## src/rtl/rr_grant_engine_pkg.sv

```systemverilog
// Shared round-robin arbiter types and one-hot helpers.
// Used by the grant engine, the pointer register and the bench.
// Helpers are purely combinational and take vectors up to ARB_MAX_W bits.
package rr_grant_engine_pkg;

    localparam int ARB_MAX_W = 32;
    localparam int ARB_IDX_W = 5;

    typedef enum logic [1:0] {
        ST_IDLE   = 2'd0,
        ST_BUSY   = 2'd1,
        ST_RETIRE = 2'd2
    } arb_state_t;

    // Isolates the lowest set bit; zero in gives zero out.
    function automatic logic [ARB_MAX_W-1:0] lowest_set_bit(input logic [ARB_MAX_W-1:0] v);
        return v & (~v + ARB_MAX_W'(1));
    endfunction

    function automatic logic [ARB_IDX_W-1:0] onehot_to_index(input logic [ARB_MAX_W-1:0] v);
        logic [ARB_IDX_W-1:0] idx;
        idx = '0;
        for (int i = 0; i < ARB_MAX_W; i++) begin
            if (v[i]) idx = ARB_IDX_W'(i);
        end
        return idx;
    endfunction

endpackage

```

## src/rtl/rr_grant_engine_priority_select.sv

```systemverilog
// Circular priority encoder: first requester at or above the priority position, wrapping.
// Latency: combinational, zero cycles.
// Backpressure: none; the caller decides when the winner is taken.
module rr_priority_select
    import rr_grant_engine_pkg::*;
#(
    parameter int WIDTH = 4
) (
    input  logic [WIDTH-1:0]         req,
    input  logic [WIDTH-1:0]         prio,
    output logic [WIDTH-1:0]         winner,
    output logic [$clog2(WIDTH)-1:0] winner_idx,
    output logic                     any
);

    localparam int IDX_W = $clog2(WIDTH);
    localparam int DW    = 2 * WIDTH;

    logic [WIDTH-1:0] prio_norm;
    logic [DW-1:0]    masked;
    logic [DW-1:0]    first;

    always_comb begin
        prio_norm = WIDTH'(lowest_set_bit(ARB_MAX_W'(prio)));
        if (prio_norm == '0) prio_norm = WIDTH'(1);
        // Upper copy is fully unmasked, so the scan wraps past WIDTH-1 back to bit 0.
        masked     = {req, req} & ~(DW'(prio_norm) - DW'(1));
        first      = DW'(lowest_set_bit(ARB_MAX_W'(masked)));
        winner     = first[WIDTH-1:0] | first[DW-1:WIDTH];
        winner_idx = IDX_W'(onehot_to_index(ARB_MAX_W'(winner)));
        any        = |req;
    end

endmodule

```

## src/rtl/rr_grant_engine.sv

```systemverilog
// Round-robin grant stage: holds a one-hot grant until done, withdrawal or hold timeout, then strobes the pointer update.
// Latency: req to grant 1 cycle; release to next grant 2 idle cycles.
// Backpressure: a held grant blocks all other requesters until it is released.
module rr_grant_engine
    import rr_grant_engine_pkg::*;
#(
    parameter int WIDTH    = 4,
    parameter int MAX_HOLD = 16,
    parameter int CNT_W    = 5
) (
    input  logic                     clock,
    input  logic                     reset,
    input  logic [WIDTH-1:0]         req,
    input  logic [WIDTH-1:0]         prio,
    input  logic                     done,
    output logic [WIDTH-1:0]         grant,
    output logic                     grant_valid,
    output logic [$clog2(WIDTH)-1:0] grant_idx,
    output logic                     ptr_load,
    output logic [WIDTH-1:0]         ptr_value,
    output logic                     timeout
);

    localparam int IDX_W = $clog2(WIDTH);

    arb_state_t       state, state_nxt;
    logic [WIDTH-1:0] sel_grant, grant_nxt, ptr_value_nxt;
    logic [IDX_W-1:0] sel_idx, idx_nxt;
    logic             sel_any, load_nxt, timeout_nxt;
    logic [CNT_W-1:0] cnt, cnt_nxt;
    logic             expired, withdrawn;

    rr_priority_select #(.WIDTH(WIDTH)) u_select (
        .req        (req),
        .prio       (prio),
        .winner     (sel_grant),
        .winner_idx (sel_idx),
        .any        (sel_any)
    );

    assign grant_valid = |grant;

    always_ff @(posedge clock or negedge reset) begin
        if (!reset) begin
            state     <= ST_IDLE;
            grant     <= '0;
            grant_idx <= '0;
            cnt       <= '0;
            ptr_load  <= 1'b0;
            ptr_value <= '0;
            timeout   <= 1'b0;
        end else begin
            state     <= state_nxt;
            grant     <= grant_nxt;
            grant_idx <= idx_nxt;
            cnt       <= cnt_nxt;
            ptr_load  <= load_nxt;
            ptr_value <= ptr_value_nxt;
            timeout   <= timeout_nxt;
        end
    end

    always_comb begin
        state_nxt     = state;
        grant_nxt     = grant;
        idx_nxt       = grant_idx;
        cnt_nxt       = cnt;
        load_nxt      = 1'b0;
        ptr_value_nxt = '0;
        timeout_nxt   = 1'b0;
        expired       = (cnt == CNT_W'(MAX_HOLD - 1));
        withdrawn     = !req[grant_idx];

        case (state)
            ST_IDLE: begin
                if (sel_any) begin
                    grant_nxt = sel_grant;
                    idx_nxt   = sel_idx;
                    cnt_nxt   = '0;
                    state_nxt = ST_BUSY;
                end
            end
            ST_BUSY: begin
                cnt_nxt = cnt + CNT_W'(1);
                if (done || withdrawn || expired) begin
                    grant_nxt     = '0;
                    idx_nxt       = '0;
                    cnt_nxt       = '0;
                    load_nxt      = 1'b1;
                    ptr_value_nxt = grant;
                    // Only an expiry with neither done nor withdrawal counts as forced.
                    timeout_nxt   = !done && !withdrawn;
                    state_nxt     = ST_RETIRE;
                end
            end
            ST_RETIRE: begin
                state_nxt = ST_IDLE;
            end
            default: begin
                state_nxt = ST_IDLE;
            end
        endcase
    end

endmodule

```

## config.mk

```make
export PLATFORM = sky130hd
export DESIGN_NAME = rr_grant_engine
export DESIGN_NICKNAME = d
export VERILOG_FILES = /design/src/rtl/rr_grant_engine_pkg.sv /design/src/rtl/rr_grant_engine_priority_select.sv /design/src/rtl/rr_grant_engine.sv
export SDC_FILE = /design/constraint.sdc
export NUM_CORES = 1
export LEC_CHECK = 0
export CORE_UTILIZATION = 50
export CTS_CLUSTER_DIAMETER = 200
export CTS_CLUSTER_SIZE = 8
export DETAILED_ROUTE_END_ITERATION = 8
export PLACE_DENSITY_LB_ADDON = 0.15
export SYNTH_ARGS = -nofsm -noshare
export SYNTH_HDL_FRONTEND = slang
export SYNTH_HIERARCHICAL = 1
export SYNTH_SLANG_ARGS = --single-unit
export TNS_END_PERCENT = 100
```

## constraint.sdc

```tcl
create_clock -name clock -period 4.2 [get_ports clock]
set_input_delay 0.84 -clock clock [delete_from_list [all_inputs] [get_ports clock]]
set_output_delay 0.84 -clock clock [all_outputs]
set_load 0.02 [all_outputs]
```

==> results of run 1 <==
## where the power goes
part,internal [mW],switching [mW]
Combinational,0.156,0.173
Sequential,0.227,0.0498
Clock,0.0354,0.0527
Total,0.418,0.276
## cell usage in the layout, fill, tap and decap left out, drive strengths merged, types with 2 or more instances in the layout
cell | netlist | final
a21boi | 3 | 3
a21oi | 9 | 9
a22o | 2 | 2
a31oi | 2 | 2
and2 | 4 | 4
and3 | 2 | 2
clkbuf | 0 | 3
clkdlybuf4s50 | 0 | 23
dfrtp | 19 | 19
ha | 3 | 3
inv | 5 | 5
mux2 | 3 | 3
nand2 | 10 | 10
nand2b | 5 | 5
nand3 | 5 | 5
nor2 | 7 | 7
nor2b | 6 | 6
nor3b | 3 | 3
o21ai | 6 | 6
o2bb2ai | 4 | 4
or4 | 2 | 2
## synth_stat cells (3+ instances only)
cell / n / area share [%]
nor2b_1: 6 / 3.4
nand2b_1: 4 / 2.2
a21oi_1: 7 / 3.1
nor2_1: 7 / 2.4
o2bb2ai_1: 4 / 3.1
nand2_1: 10 / 3.4
inv_1: 5 / 1.7
ha_1: 3 / 3.4
dfrtp_1: 19 / 43
and2_1: 4 / 2.2
nand3_1: 5 / 2.2
o21ai_0: 4 / 1.8
## critical path: cells and delay by family
kind	cells	cell delay (ns)
simple gates	4	0.63
buf+inv	1	0.47
compound gates	3	0.38
mux	1	0.30
fa+ha+maj	1	0.26
## layout make-up
cell class	count	area, µm²	share of cell area (%)
multi-input combinational	87	608.1	43.63
clock buffer	3	22.52	1.616
timing repair buffer	23	230.2	16.52
sequential	19	475.5	34.11
clock inverter	1	5.005	0.3591
inverter	5	18.77	1.346
tap	27	33.78	2.424
## stage by stage
stage	setup slack (ns)	hold slack, ns	util (%)	cell area (µm²)
after global routing	1.338	0.5326	68.94	1394
after CTS	1.544	0.5073	68.94	1394
after detailed placement	1.237	0.4830	67.57	1366
after global placement	1.324	0.4732	67.57	1366
final	1.533	0.5077	68.94	1394
after floorplan	1.919	0.4498	-	1114
## final timing paths
check / startpoint / slack [ns] / cells after the start / end
max in group asynchronous: reset / 2.68 / 1 / cnt[1]$_DFFE_PN0P_
worst min register to register: cnt[4]$_DFFE_PN0P_ / 0.51 / 2 / cnt[4]$_DFFE_PN0P_
worst max-delay path: prio[2] / 1.53 / 10 / grant[2]$_DFFE_PN0P_
worst min-delay path: cnt[4]$_DFFE_PN0P_ / 0.51 / 2 / cnt[4]$_DFFE_PN0P_
min in group asynchronous: reset / 1.01 / 1 / grant[1]$_DFFE_PN0P_
worst max register to register: cnt[0]$_DFFE_PN0P_ / 2.24 / 6 / cnt[0]$_DFFE_PN0P_
## sequential cells by signal, summed over array words and instances, names as in the netlist
signal / cells
timeout: 1
ptr_value: 4
grant_idx: 2
cnt: 5
state: 2
ptr_load: 1
grant: 4
## metal layers
layer  part of all wire (%)  vias to the layer above  global-route usage [%]
met5                      0                        -                       0
met4                      0                        0                   1.961
met3                    3.8                        0                   4.673
met2                     48                       22                   36.30
met1                     48                      431                   28.14
li1                       -                      457                       -
## logic make-up after synthesis
logic type | count (synthesis) | synth area share (%)
mux | 4 | 4.607
simple gates | 47 | 23.93
compound gates | 33 | 22.70
flops | 19 | 42.70
fa+ha+maj | 3 | 3.371
buf+inv | 6 | 2.697
==> impl_metrics.py, run 1 <==
metrics = {
    "outcome": {
        "status": "finished clean",
    },
    "floorplanning": {
        "fp.dieW_um": 49.19,
        "die_y_um": 49.19,
        "core_area_mm2": 0.002022,
        "dieArea_mm2": 0.002420,
        "start_util_pct": 55.07,
        "pin_count": 24,
        "rows": 16,
    },
    "clock_tree": {
        "cts_max_level": 1,
        "cts_buffer_depth": 2,
        "clock_latency_ns": 0.29,
        "cts_root_buffer": "clkbuf_4",
        "cts_tree": "done",
        "cts_hold_buf": 0,
        "cts_resized": 0,
        "cts_buffers": 3,
        "post-cts-setup-buffer-count": 0,
        "cts.sinks": 19,
        "path_clk_slew_ns": 0.10,
    },
    "worst_setup_path": {
        "cpMostUsedCell": "nor2_1",
        "cp_slowest_stage_delay_ns": 0.47,
        "worstPathMaxFanout": 6,
        "cp_slowest_cell": "clkdlybuf4s50_1",
        "crit_chain": "clkdlybuf4s50_1 > nor3_1 > nor2_1 > ha_1 > nand2b_1 > mux2_4 > a21boi_4 > nor2_1 > a21oi_1 > o2bb2ai_1",
        "critical_path_class": "primary input to flop",
        "arrival_ns": 2.89,
        "worst_ep_required_time_ns": 4.42,
        "critPathLaunchType": "primary input",
        "cp-end-kind": "flop",
    },
    "placement": {
        "port_buffers": 23,
        "hpwl_um": 1684,
        "gp_congestion": 0.7912,
        "placed_cells": 161,
    },
    "synth": {
        "synth_flop_cell": "dfrtp_1",
        "ys_seq_elements": 19,
        "seq_area_frac_synth_pct": 42.70,
        "avgSynthCellArea_um2": 9.943,
        "synth.distinct_cells": 38,
        "ys_async_sr_fraction_pct": 100.0,
        "synth_nets": 126,
        "yosys_warnings": 6,
        "synth_edf_count": 0,
        "syn_inst": 112,
        "synth_area_mm2": 0.001114,
    },
    "flow_run": {
        "maxCapViolations": 0,
    },
    "timing": {
        "setup_tns_ns": 0,
        "fin_crit_ns": 2.667,
        "setup_viol_count_final": 0,
        "max_freq_ghz": 0.3750,
        "maxSlewViolCount": 0,
        "worst_pin_slew_ns": 0.8256,
        "rsz0062_at_grt": "no",
        "post-route-period-util_pct": 63.49,
        "finalHoldViolCount": 0,
        "clock_skew_ns": 0.005951,
        "relSlewSlack_pct": 44.79,
    },
    "grt": {
        "grt_pass1_wl_um": 3988,
        "grt_pass1_vias": 902,
        "grt_max_degree": 20,
        "overflow": 0,
        "track_usage_pct": 21.15,
        "antenna_found_initial": 0,
    },
    "power_and_ir_drop": {
        "p_leak_nw": 0.5889,
        "power_mw": 0.6938,
        "ir_drop_mv": 0.3089,
        "powerDensity_mw_per_mm2": 497.7,
    },
    "route": {
        "vias": 910,
        "drc": 0,
        "drtAntennaViolNets": 0,
        "wl_per_cell_um": 13.61,
        "drt_iter0_drc": 10,
        "drt-pass1-iter-count": 4,
        "routed_wl_um": 2246,
        "routed_via_density": 5.515,
    },
    "final_layout": {
        "antennaDiodeCount": 0,
        "fillers": 166,
        "syn_to_final_growth_pct": 25.17,
        "drive_gt1_share_pct": 10.87,
        "nets": 153,
        "final_cell_count_no_fill": 165,
    },
    "worst_hold_path": {
        "worstHoldPathType": "flop to flop",
    },
}
Power figures use the tool's default switching activity.
==> run 2: changes to the inputs <==
Settings changed: CORE_UTILIZATION 50 to 49.
Clock period 4.2 ns to 2.75 ns, I/O delays scaled along.
==> impl_metrics.py, run 2 (same netlist as run 1, synthesis figures left out) <==
metrics = {
    "outcome": {
        "status": "finished clean",
    },
    "worst_setup_path": {
        "cp_slowest_cell": "clkdlybuf4s50_1",
        "cp_slowest_stage_delay_ns": 0.47,
        "worstPathMaxFanout": 6,
        "critPathLaunchType": "primary input",
        "crit_chain": "clkdlybuf4s50_1 > nor3_1 > nor2_1 > ha_1 > nand2b_1 > mux2_4 > a21boi_4 > nor2_1 > a21oi_1 > o2bb2ai_1",
        "cpMostUsedCell": "nor2_1",
        "critPathBufInv": 1,
        "cp_top_family": "simple AND/OR/NAND/NOR gates",
        "worst_ep_required_time_ns": 2.97,
        "critical_path_class": "primary input to flop",
        "cp-end-kind": "flop",
        "arrival_ns": 2.63,
    },
    "grt": {
        "track_usage_pct": 19.13,
        "grt_pass1_vias": 880,
        "grt_max_degree": 20,
        "grt_pass1_wl_um": 3684,
        "antenna_found_initial": 0,
        "overflow": 0,
    },
    "timing": {
        "worst_pin_slew_ns": 0.7986,
        "finalHoldViolCount": 0,
        "setup_tns_ns": 0,
        "max_freq_ghz": 0.4147,
        "setup_ws_ns": 0.3389,
        "fin_crit_ns": 2.411,
        "post-route-period-util_pct": 87.68,
        "setup_viol_count_final": 0,
        "maxSlewViolCount": 0,
        "relSlewSlack_pct": 46.59,
        "clock_skew_ns": 0.01562,
        "rsz0062_at_grt": "no",
        "whs_ns": 0.5034,
    },
    "clock_tree": {
        "cts.sinks": 19,
        "cts_buffers": 3,
        "cts_root_buffer": "clkbuf_4",
        "post-cts-setup-buffer-count": 0,
        "clock_latency_ns": 0.30,
        "path_clk_slew_ns": 0.11,
        "cts_resized": 0,
        "cts_max_level": 1,
        "cts_hold_buf": 0,
        "cts_buffer_depth": 2,
        "cts_tree": "done",
    },
    "floorplanning": {
        "dieArea_mm2": 0.002467,
        "start_util_pct": 54.53,
        "core_area_mm2": 0.002042,
        "fp.dieW_um": 49.67,
        "die_y_um": 49.67,
        "pin_count": 24,
        "rows": 16,
    },
    "route": {
        "drt_iter0_drc": 33,
        "drtAntennaViolNets": 0,
        "wl_met1_um": 977,
        "top_layer": "met4",
        "drt-pass1-iter-count": 5,
        "routed_via_density": 5.904,
        "dr_wl_met3_um": 137,
        "wl_per_cell_um": 13.00,
        "routed_wl_um": 2158,
        "drc": 0,
        "wl_met2_um": 985,
        "vias": 980,
    },
    "final_layout": {
        "top_regs": "cnt (5), grant (4), ptr_value (4)",
        "largest_register": "cnt",
        "syn_to_final_growth_pct": 25.84,
        "largest_reg_flops": 5,
        "final_util_pct": 68.63,
        "fin_area_mm2": 0.001401,
        "layout_commonest_cell": "clkdlybuf4s50_1",
        "antennaDiodeCount": 0,
        "nets": 154,
        "final_cell_mix": "clkdlybuf4s50_1 (23), dfrtp_1 (19), nand2_1 (10)",
        "drive_gt1_share_pct": 11.51,
        "final_cell_count_no_fill": 166,
    },
    "worst_hold_path": {
        "worstHoldPathType": "flop to flop",
    },
    "power_and_ir_drop": {
        "p_leak_nw": 0.5940,
        "powerDensity_mw_per_mm2": 765.6,
        "ir_drop_mv": 0.4965,
        "power_mw": 1.073,
    },
    "placement": {
        "hpwl_um": 1672,
        "placed_cells": 162,
        "port_buffers": 23,
        "dpl_cell_area_mm2": 0.001374,
        "gp_congestion": 0.8188,
        "detailedPlace.worstSlack_ns": 0.06637,
    },
    "flow_run": {
        "maxCapViolations": 0,
    },
}
==> run 2: cell types whose count changed in the layout (fill, tap and decap cells not counted), sizes merged <==
| cell | previous run | this run |
|---|---|---|
| buf | 0 | 1 |
==> run 2: tightest hold or removal path, cell delays in order (launching register included) <==
cell and delay, ns:
dfrtp_1 0.37, nand2_1 0.05, o21ai_0 0.06
==> run 2: worst paths after layout <==
kind / startpoint / endpoint / slack [ns] / cells past startpoint
setup reg to reg: cnt[0]$_DFFE_PN0P_ / cnt[0]$_DFFE_PN0P_ / 0.79 / 6
hold / removal: cnt[4]$_DFFE_PN0P_ / cnt[4]$_DFFE_PN0P_ / 0.50 / 2
min in group asynchronous: reset / state[0]$_DFFE_PN0P_ / 0.70 / 1
setup / recovery: prio[2] / grant[2]$_DFFE_PN0P_ / 0.34 / 10
hold reg to reg: cnt[4]$_DFFE_PN0P_ / cnt[4]$_DFFE_PN0P_ / 0.50 / 2
max in group asynchronous: reset / ptr_value[2]$_DFF_PN0_ / 1.54 / 1
==> run 2: routing by layer <==
metal | GRT usage [%] | vias up
li1 | - | 462
met1 | 25.10 | 443
met2 | 31.08 | 62
met3 | 3.086 | 13
met4 | 8.095 | 0
met5 | 0 | -
==> run 2: power by group <==
| group | internal [mW] | switching (mW) | total, mW |
|---|---|---|---|
| Combinational | 0.246 | 0.266 | 0.512 |
| Clock | 0.0542 | 0.0852 | 0.139 |
| Sequential | 0.346 | 0.0757 | 0.422 |
==> run 2: area by class of cell <==
type | count | area [µm²]
Fill cell | 162 | 640.6
Multi-Input combinational cell | 87 | 608.1
Sequential cell | 19 | 475.5
Timing Repair Buffer | 24 | 237.7
Tap cell | 27 | 33.78
Clock buffer | 3 | 22.52
Inverter | 5 | 18.77
Clock inverter | 1 | 5.005
